==> config.mk <==
export PLATFORM = sky130hd
export DESIGN_NAME = mips_control_fsm
export DESIGN_NICKNAME = d
export VERILOG_FILES = /design/src/rtl/mini_mips_pkg.sv /design/src/rtl/instr_decoder.sv /design/src/rtl/mips_control_fsm.sv
export SDC_FILE = /design/constraint.sdc
export NUM_CORES = 1
export LEC_CHECK = 0
export CORE_ASPECT_RATIO = 1.4
export CORE_MARGIN = 5
export CORE_UTILIZATION = 38
export DETAILED_ROUTE_END_ITERATION = 8
export PLACE_DENSITY = 0.81
export SKIP_LAST_GASP = 1
export SYNTH_ARGS = -nofsm -noshare
export SYNTH_HDL_FRONTEND = slang
export SYNTH_SLANG_ARGS = --single-unit
==> constraint.sdc <==
create_clock -name clk -period 1.57 [get_ports clk]
set_clock_uncertainty 0.1 [all_clocks]
set_input_delay 0.157 -clock clk [delete_from_list [all_inputs] [get_ports clk]]
set_output_delay 0.157 -clock clk [all_outputs]
set_load 0.03 [all_outputs]
==> src/rtl/mini_mips_pkg.sv <==
// Shared constants and types for the IITK-Mini-MIPS control path:
// ALU op codes, opcodes, PC-select encodings, FSM state and instruction class.
package mini_mips_pkg;

  localparam logic [4:0] ALU_ADD = 5'h00;
  localparam logic [4:0] ALU_AND = 5'h01;
  localparam logic [4:0] ALU_OR  = 5'h02;
  localparam logic [4:0] ALU_NOT = 5'h03;
  localparam logic [4:0] ALU_XOR = 5'h04;
  localparam logic [4:0] ALU_SLL = 5'h05;
  localparam logic [4:0] ALU_SRL = 5'h06;
  localparam logic [4:0] ALU_SRA = 5'h07;
  localparam logic [4:0] ALU_EQ  = 5'h08;
  localparam logic [4:0] ALU_NE  = 5'h09;
  localparam logic [4:0] ALU_LT  = 5'h0a;
  localparam logic [4:0] ALU_GT  = 5'h0b;
  localparam logic [4:0] ALU_LE  = 5'h0c;
  localparam logic [4:0] ALU_GE  = 5'h0d;
  localparam logic [4:0] ALU_LTU = 5'h0e;
  localparam logic [4:0] ALU_GTU = 5'h0f;
  localparam logic [4:0] ALU_SUB = 5'h10;

  localparam logic [5:0] OP_RTYPE = 6'h00;
  localparam logic [5:0] OP_LW    = 6'h01;
  localparam logic [5:0] OP_SW    = 6'h02;
  localparam logic [5:0] OP_BEQ   = 6'h04;
  localparam logic [5:0] OP_BNE   = 6'h05;
  localparam logic [5:0] OP_J     = 6'h08;
  localparam logic [5:0] OP_HALT  = 6'h3F;

  localparam logic [1:0] PC_PLUS4  = 2'd0;
  localparam logic [1:0] PC_BRANCH = 2'd1;
  localparam logic [1:0] PC_JUMP   = 2'd2;

  typedef enum logic [2:0] {
    S_FETCH, S_DECODE, S_EXECUTE, S_MEM, S_WB, S_HALT, S_TRAP
  } state_e;

  typedef enum logic [2:0] {
    CLS_ALU, CLS_LW, CLS_SW, CLS_BR, CLS_J, CLS_HALT, CLS_ILL
  } instr_class_e;

  // ALU codes are dense from ADD up to SUB; anything above is undefined.
  function automatic logic alu_code_valid(input logic [4:0] a);
    return a <= ALU_SUB;
  endfunction

endpackage

==> src/rtl/instr_decoder.sv <==
// Combinational instruction decoder: opcode/funct fields to ALU op,
// immediate select, instruction class and illegal flag.
module instr_decoder
  import mini_mips_pkg::*;
(
  input  logic [5:0]   op_i,
  input  logic [5:0]   funct_i,
  output logic [4:0]   alu_op_o,
  output logic         alu_imm_o,
  output instr_class_e cls_o,
  output logic         illegal_o
);

  always_comb begin
    alu_op_o  = ALU_ADD;
    alu_imm_o = 1'b0;
    cls_o     = CLS_ILL;
    case (op_i)
      OP_RTYPE: begin
        if (funct_i[5] && alu_code_valid(funct_i[4:0])) begin
          cls_o    = CLS_ALU;
          alu_op_o = funct_i[4:0];
        end
      end
      OP_LW: begin
        cls_o     = CLS_LW;
        alu_imm_o = 1'b1;
      end
      OP_SW: begin
        cls_o     = CLS_SW;
        alu_imm_o = 1'b1;
      end
      OP_BEQ: begin
        cls_o    = CLS_BR;
        alu_op_o = ALU_EQ;
      end
      OP_BNE: begin
        cls_o    = CLS_BR;
        alu_op_o = ALU_NE;
      end
      OP_J:    cls_o = CLS_J;
      OP_HALT: cls_o = CLS_HALT;
      default: begin
        // I-type ALU: opcode is {1, alu code}
        if (op_i[5] && alu_code_valid(op_i[4:0])) begin
          cls_o     = CLS_ALU;
          alu_op_o  = op_i[4:0];
          alu_imm_o = 1'b1;
        end
      end
    endcase
  end

  assign illegal_o = (cls_o == CLS_ILL);

endmodule

==> src/rtl/mips_control_fsm.sv <==
// Multicycle control FSM for IITK-Mini-MIPS. Define MIPS_OVERFLOW_TRAP_EN to
// trap on ADD/SUB overflow of ALU-class instructions instead of writing back.
module mips_control_fsm
  import mini_mips_pkg::*;
#(
  parameter int BUS_WIDTH = 32
) (
  input  logic                 clk,
  input  logic                 rst,
  input  logic [BUS_WIDTH-1:0] instr,
  output logic                 imem_req,
  input  logic                 imem_ack,
  output logic [BUS_WIDTH-1:0] ir,
  output logic [4:0]           alu_op,
  output logic                 alu_imm,
  input  logic                 alu_result0,
  input  logic                 alu_overflow,
  output logic                 pc_we,
  output logic [1:0]           pc_sel,
  output logic                 dmem_req,
  output logic                 dmem_we,
  input  logic                 dmem_ack,
  output logic                 rf_we,
  output logic                 rf_wdata_sel,
  output logic                 rf_waddr_sel,
  output logic                 halted,
  output logic                 trap
);

  state_e               state_q, state_d;
  logic [BUS_WIDTH-1:0] ir_q;
  logic [4:0]           alu_op_q;
  logic                 alu_imm_q;

  logic [4:0]   dec_alu_op;
  logic         dec_alu_imm;
  instr_class_e dec_cls;
  logic         dec_illegal;

  instr_decoder u_dec (
    .op_i      (ir_q[31:26]),
    .funct_i   (ir_q[5:0]),
    .alu_op_o  (dec_alu_op),
    .alu_imm_o (dec_alu_imm),
    .cls_o     (dec_cls),
    .illegal_o (dec_illegal)
  );

`ifndef MIPS_OVERFLOW_TRAP_EN
  logic ovf_unused;
  assign ovf_unused = alu_overflow;
`endif

  always_comb begin
    state_d = state_q;
    case (state_q)
      S_FETCH:  if (imem_ack) state_d = S_DECODE;
      S_DECODE: begin
        if (dec_illegal)                state_d = S_TRAP;
        else if (dec_cls == CLS_HALT)   state_d = S_HALT;
        else                            state_d = S_EXECUTE;
      end
      S_EXECUTE: begin
        case (dec_cls)
          CLS_ALU: begin
            state_d = S_WB;
`ifdef MIPS_OVERFLOW_TRAP_EN
            if (alu_overflow && (alu_op_q == ALU_ADD || alu_op_q == ALU_SUB))
              state_d = S_TRAP;
`endif
          end
          CLS_LW, CLS_SW: state_d = S_MEM;
          default:        state_d = S_FETCH;
        endcase
      end
      S_MEM:    if (dmem_ack) state_d = (dec_cls == CLS_LW) ? S_WB : S_FETCH;
      S_WB:     state_d = S_FETCH;
      S_HALT:   state_d = S_HALT;
      S_TRAP:   state_d = S_TRAP;
      default:  state_d = S_FETCH;
    endcase
  end

  always_ff @(posedge clk) begin
    if (rst) begin
      state_q   <= S_FETCH;
      ir_q      <= '0;
      alu_op_q  <= ALU_ADD;
      alu_imm_q <= 1'b0;
    end else begin
      state_q <= state_d;
      if (state_q == S_FETCH && imem_ack) ir_q <= instr;
      if (state_q == S_DECODE) begin
        alu_op_q  <= dec_alu_op;
        alu_imm_q <= dec_alu_imm;
      end
    end
  end

  // Strobes are decoded from state and forced low while rst is held.
  logic in_exec;
  assign in_exec = !rst && (state_q == S_EXECUTE);

  always_comb begin
    imem_req     = !rst && (state_q == S_FETCH);
    pc_we        = (imem_req && imem_ack) ||
                   (in_exec && ((dec_cls == CLS_BR && alu_result0) || dec_cls == CLS_J));
    pc_sel       = PC_PLUS4;
    if (in_exec && dec_cls == CLS_J)       pc_sel = PC_JUMP;
    else if (in_exec && dec_cls == CLS_BR) pc_sel = PC_BRANCH;
    dmem_req     = !rst && (state_q == S_MEM);
    dmem_we      = dmem_req && (dec_cls == CLS_SW);
    rf_we        = !rst && (state_q == S_WB);
    rf_wdata_sel = rf_we && (dec_cls == CLS_LW);
    rf_waddr_sel = rf_we && (ir_q[31:26] == OP_RTYPE);
    halted       = !rst && (state_q == S_HALT);
    trap         = !rst && (state_q == S_TRAP);
  end

  assign ir      = ir_q;
  assign alu_op  = alu_op_q;
  assign alu_imm = alu_imm_q;

endmodule
# Word level (Yosys, flattened, before mapping)
# Cells that the tools add are included.
[word_totals] regBits=41 out_inout_bits=49
[classes] magnitude_cmp=2 eq_ne=20 mux=17 reduce_logical=29
[op_table] op="3-bit case mux with 6 select lines" n=2
[op_table] op="3-bit 2-to-1 mux" n=7
[op_table] op="5-bit case mux with 4 select lines" n=1
[op_table] op="3-bit equality test, second input constant" n=6
[op_table] op="1-bit logical AND" n=17
[op_table] op="3-bit by 2-bit equality test with 1-bit output, second input constant" n=4
[op_table] op="6-bit by 3-bit equality test with 1-bit output, second input constant" n=2
[op_table] op="5-bit <= comparator, second input constant" n=2
[op_table] op="5-bit 2-to-1 mux" n=2
[op_table] op="3-bit by 1-bit equality test with 1-bit output, second input constant" n=2
[op_table] op="6-bit by 1-bit equality test with 1-bit output, second input constant" n=1
[op_table] op="6-bit by 2-bit equality test with 1-bit output, second input constant" n=1
[op_table] op="6-bit by 4-bit equality test with 1-bit output, second input constant" n=1
[op_table] op="6-bit equality test, second input constant" n=1
[op_table] op="3-bit zero test" n=2
[op_table] op="6-bit zero test" n=1
[op_table] op="3-bit case mux with 2 select lines" n=1
[op_table] op="2-bit OR reduction" n=3
[op_table] op="5-bit OR reduction" n=1
[op_table] op="2-bit != test, second input constant" n=2
[op_table] op="4-bit OR reduction" n=1
[op_table] op="1-bit logical OR" n=2
[op_table] op="1-bit 2-to-1 mux" n=2
[op_table] op="2-bit 2-to-1 mux" n=1
[op_table] op="other kinds (3)" n=3

# Depth between registers and ports, before layout
# Gate-level depths: netlist (run 1).
[depth] ltp_word=9 depth_mapped=6 mapped_depth_nobuf=5

# Cells and area by module
# A second synthesis (run 1) with hierarchy kept.
[unflattened] cells_unflattened=267 hier_area_um2=2019.4
[modules_own_cells] mod="mips_control_fsm" instances=1 cells_per_inst=217 area_each_um2=1706.6 seq_area_each_um2=820.8
[modules_own_cells] mod="instr_decoder" instances=1 cells_per_inst=50 area_each_um2=312.8 seq_area_each_um2=0.0

# Least setup slack after synthesis (run 1)
# OpenSTA, ideal clock, no wires.
[synth_timing] kind="register to output" from="register ir_q[31], in the netlist ir[31]" to="output port dmem_we" arrival_time_ps=2260 required_ps=1313 path_slack_ps=-947 stages_incl_launch_ff=6 n_path_buf=1 path_cell_list="dfxtp_1 > buf_2 > nor3_1 > a21oi_1 > inv_1 > nor4_1"
[synth_via] elab_chain_cells=5 word_cells_on_any_way=13 cone_classes="eq/ne (7); mux (2); reduce/logical (4)"
[synth_rtl] item="start: declaration" line_no="mips_control_fsm.sv:31" rtl="logic [BUS_WIDTH-1:0] ir_q;"
[synth_rtl] item="start signal: assignment" line_no="mips_control_fsm.sv:92" rtl="if (state_q == S_FETCH && imem_ack) ir_q <= instr;"
[synth_rtl] item="6-bit by 3-bit equality test with 1-bit output or 1-bit logical AND (tied branches)" line_no="instr_decoder.sv:18, instr_decoder.sv:45"
[synth_rtl] item="2-bit OR reduction (no source line) or 3-bit 2-to-1 mux (tied branches)"
[synth_rtl] item="3-bit case mux with 6 select lines (*)" line_no="instr_decoder.sv:18" rtl="case (op_i)"
[synth_rtl] item="3-bit by 2-bit equality test with 1-bit output (*)" line_no="mips_control_fsm.sv:112" rtl="dmem_we = dmem_req && (dec_cls == CLS_SW);"
[synth_rtl] item="1-bit logical AND (*)" line_no="mips_control_fsm.sv:112"
[synth_rtl] item="end: declaration" line_no="mips_control_fsm.sv:21" rtl="output logic dmem_we,"
# Mark *: on every way between the ends. The rest lies on a longest branch, timed or not.

# Final worst setup path (run 1)
[layout_timing] from="register ir_q[0], in the netlist ir[0]" to="output port pc_we"
[layout_via] elab_chain_cells=9 word_cells_on_any_way=10 cone_classes="order compare (1); eq/ne (2); mux (2); reduce/logical (5)"
[layout_rtl] item="5-bit <= comparator (*)" line_no="mini_mips_pkg.sv:45" rtl="return a <= ALU_SUB;"
[layout_rtl] item="1-bit logical AND (*)" line_no="instr_decoder.sv:20" rtl="if (funct_i[5] && alu_code_valid(funct_i[4:0])) begin"
[layout_rtl] item="3-bit 2-to-1 mux (*)" line_no="instr_decoder.sv:20"
[layout_rtl] item="3-bit case mux with 6 select lines (*)" line_no="instr_decoder.sv:18"
[layout_rtl] item="3-bit by 2-bit equality test with 1-bit output" line_no="mips_control_fsm.sv:107" rtl="(in_exec && ((dec_cls == CLS_BR && alu_result0) || dec_cls == CLS_J));"
[layout_rtl] item="1-bit logical AND" line_no="mips_control_fsm.sv:107"
[layout_rtl] item="1-bit logical OR (*)" line_no="mips_control_fsm.sv:107"
[layout_rtl] item="1-bit logical AND (*)" line_no="mips_control_fsm.sv:107"
[layout_rtl] item="1-bit logical OR (*)" line_no="mips_control_fsm.sv:106" rtl="pc_we = (imem_req && imem_ack) ||"
[layout_rtl] item="end: declaration" line_no="mips_control_fsm.sv:18" rtl="output logic pc_we,"
# Marked as above.

==> reports/qor.csv, run 1 <==
stage,metric,value,unit
status,status,"finished, violations left",
status,failing checks,negative setup slack,
critical_path,FF-to-FF setup slack,-0.31,ns
final_layout,Area growth syn-to-layout,86.13,%
floorplanning,core box area,5120,µm²
sta,Slew @ Worst Pin,0.5675,ns
floorplanning,Die ar.,6735,µm²
yosys,leading area contributor after synthesis,dfxtp_1,
detailed_routing,final wirelength,6.889,mm
critical_path,CP top delay family,compound AO/OA/AOI/OAI gates,
clock_tree,Clock Root Buffer,clkbuf_8,
detailed_routing,vias,2335,
final_layout,Finished Layout Cells,453,
critical_path,"Max stage delay cell, worst path",dfxtp_2,
detailed_routing,mean number of vias per cell,5.155,
power,leak pwr,0.001703,µW
global_route,GRT Total Usage,19.72,%
global_route,number of global-route vias before repair,2284,
yosys,Synth top area share,41.73,%
global_route,largest net degree at the start of global routing,48,
detailed_routing,DR WL/cell,15.21,µm
sta,f_max,0.4427,GHz
critical_path,worst-path cell chain,"o41ai_2, nand2_1, a311oi_4, a211oi_4, a211o_4, buf_6",
yosys,synthesized area per cell,7.507,µm²
critical_path,Crit path required time,1.31,ns
place,Inst Count DP,435,
place,GPL Wtd Cong,0.8304,
final_layout,most frequent cells in the layout,"72 x nand2_1, 45 x buf_4, 36 x a21oi_1, 35 x clkdlybuf4s50_1, 30 x dfxtp_1",
place,Port Buffers,85,
clock_tree,maximum clock insertion buffer count,2,
sta,headroom to the max-slew limit,62.17,%
critical_path,Worst Path Buf+Inv,1,
final_layout,share of cells above drive strength 1,34.11,%
final_layout,"commonest non-fill, non-tap cell in the layout",nand2_1,
final_layout,number of diodes,0,
global_route,total congestion overflow,0,
clock_tree,Clock Sinks,41,
sta,final hold vios,0,
critical_path,CP arrival,2.00,ns
detailed_routing,DR DRC count,0,
place,hpwl dp,4.522,mm
floorplanning,Die X,70.81,µm
yosys,sequential share of the synthesized area,41.73,%
yosys,YS warnings,0,
place,dpl ws,-0.8630,ns
detailed_routing,DRT antenna net count,0,
sta,period utilisation layout,143.9,%
critical_path,max incr delay on CP,0.33,ns
power,worst vdd ir,0.7456,mV
clock_tree,Hold Buf Count CTS,0,
sta,setup tns final,-4.695,ns
clock_tree,Clock transition at path regs,0.08,ns
floorplanning,Starting Density,38.42,%
yosys,Mapped Area,1967,µm²
detailed_routing,Starting DRT DRC Count,169,
clock_tree,H-tree levels,2,
sta,Setup-failing EPs final,15,
floorplanning,# IOs,87,
clock_tree,CTS tree,yes,
global_route,first-pass GRT wire length,10.71,mm
yosys,number of cells produced by synthesis,262,
run,number of max-cap violations,0,
yosys,mux share of post-synthesis cell area,1.145,%
yosys,Cell variety after synth,40,
clock_tree,TritonCTS buffer count,5,
yosys,simple-gate portion of the synthesized area,30.73,%
critical_path,Crit Path Max Fanout,2,
sta,"Slew Viols, Final",0,
critical_path,CP Capture Type,output pin,
clock_tree,worst skew pair latency,0.29,ns
yosys,syn_nets,300,
floorplanning,row count,31,
final_layout,Seq. cell area,847.1,µm²
critical_path,WS Path Type,flip-flop to output pin,
yosys,top post-synthesis cells by area,"dfxtp_1 42%, nand2_1 14%, a21oi_1 11%, clkbuf_1 3.2%, nor3_1 3.1%",
floorplanning,height of the die,95.13,µm
power,"Power, Total",4004,µW
sta,final worst slack,-0.6891,ns
power,PD cells,1094,nW/µm²
yosys,Synth Area in Adders,0,%
yosys,Post-Synth XOR/XNOR Area,0.4453,%
global_route,initial antenna violation count,0,
detailed_routing,DR pass1 iterations,4,
final_layout,area of the multi-input gates,1313,µm²
final_layout,nets,424,
yosys,#FFs+latches synth,41,
worst_hold_path,Hold Crit Class,input port to flip-flop,
final_layout,fillers,396,
critical_path,Critical Path Start Type,flip-flop,
yosys,compound-cell area share of the yosys netlist,20.17,%
yosys,largest family of logic cells by synthesized area,simple AND/OR/NAND/NOR gates,
sta,Tmin final,2.259,ns
sta,RSZ-0062 raised after global routing,yes,
[per-layer routing]
metal	track usage (%)	share of wire, %	vias up	wire [µm]
met1	21.30	38	1095	2632
met3	3.586	4.5	23	308
li1	-	-	1148	-
met4	7.837	4.1	0	280
met5	0	0	-	0
met2	37.46	53	69	3667
[cell families after synthesis]
kind of cell / Yosys count
AND/OR/NAND/NOR: 127
AO/OA/AOI/OAI: 66
flip-flops: 41
buffers and inverters: 25
multiplexers: 2
XOR/XNOR: 1
[synth_stat cells]
master	n
a2111oi_0	1
a211o_1	2
a211oi_1	2
a211oi_2	1
a21boi_0	1
a21oi_1	42
a221oi_1	1
a2bb2oi_1	1
a311oi_2	1
and3_1	4
and4b_1	1
buf_2	1
buf_4	3
buf_6	1
clkbuf_1	17
dfxtp_1	41
inv_1	3
mux2_2	2
nand2_1	74
nand2b_1	5
nand3b_1	1
nand4_1	2
nand4b_1	1
nor2_1	14
nor2_4	1
nor2b_1	2
nor3_1	12
nor3b_2	2
nor4_1	3
nor4b_1	1
nor4b_4	1
o21ai_0	9
o21bai_1	1
o22ai_1	1
o2bb2ai_1	1
o41ai_1	1
o41ai_2	1
or2_1	1
or3_1	2
xnor2_1	1
[worst paths after layout]
kind                       start                     end  cells past startpoint
max reg2reg  ir[29]$_SDFFE_PP0P_  alu_op[1]$_SDFFE_PP0P_                      8
max           ir[0]$_SDFFE_PP0P_                   pc_we                      6
min                    instr[29]     ir[29]$_SDFFE_PP0P_                      3
min reg2reg  ir[12]$_SDFFE_PP0P_     ir[12]$_SDFFE_PP0P_                      2
[power breakdown]
| group | leakage, µW | total (µW) | internal, µW | switching, µW |
|---|---|---|---|---|
| logic | 0.00131 | 1860 | 830 | 1030 |
| clock network | 0.0000554 | 849 | 477 | 372 |
| registers | 0.000342 | 1290 | 1190 | 107 |
[cell type report]
type / count / area share [%]
inverter: 3 / 0.3076
clock buffer: 6 / 1.982
tap: 66 / 2.256
timing repair buffer: 139 / 35.41
multi-input combinational: 196 / 35.85
sequential: 41 / 23.14
clock inverter: 2 / 1.059
[worst register-to-register path, delay by kind of cell, from the launching register on]
| family | cells | cell delay, ns |
|---|---|---|
| AND/OR/NAND/NOR | 4 | 0.81 |
| flip-flops | 1 | 0.37 |
| buffers and inverters | 3 | 0.47 |
| AO/OA/AOI/OAI | 1 | 0.04 |
[through the flow]
step | area, µm² | hold WS, ns | utilization (%)
2_1_floorplan | 2064 | 0.1826 | -
3_3_place_gp | 3211 | 0.3414 | 62.71
3_5_place_dp | 3211 | 0.3471 | 62.71
4_1_cts | 3508 | 0.2910 | 68.52
5_1_grt | 3661 | 0.2945 | 71.51
6_report | 3661 | 0.2974 | 71.51
[repair_timing]
action	in CTS	in global routing
setup endpoints to repair	46	61
pin swaps	25	16
resized for setup	67	43
setup buffers	19	5
[sequential cells by signal (all words and copies together) (netlist names)]
register,flops
ir,32
alu_imm,1
state_q,3
alu_op,5
Note: power is estimated with default switching activity, not from simulation.
==> run 2, diff against run 1 <==
CAP_MARGIN = 20   (was not set)
==> results of run 2 <==
The final DEF is identical to that of run 1; final timing and power are the same.
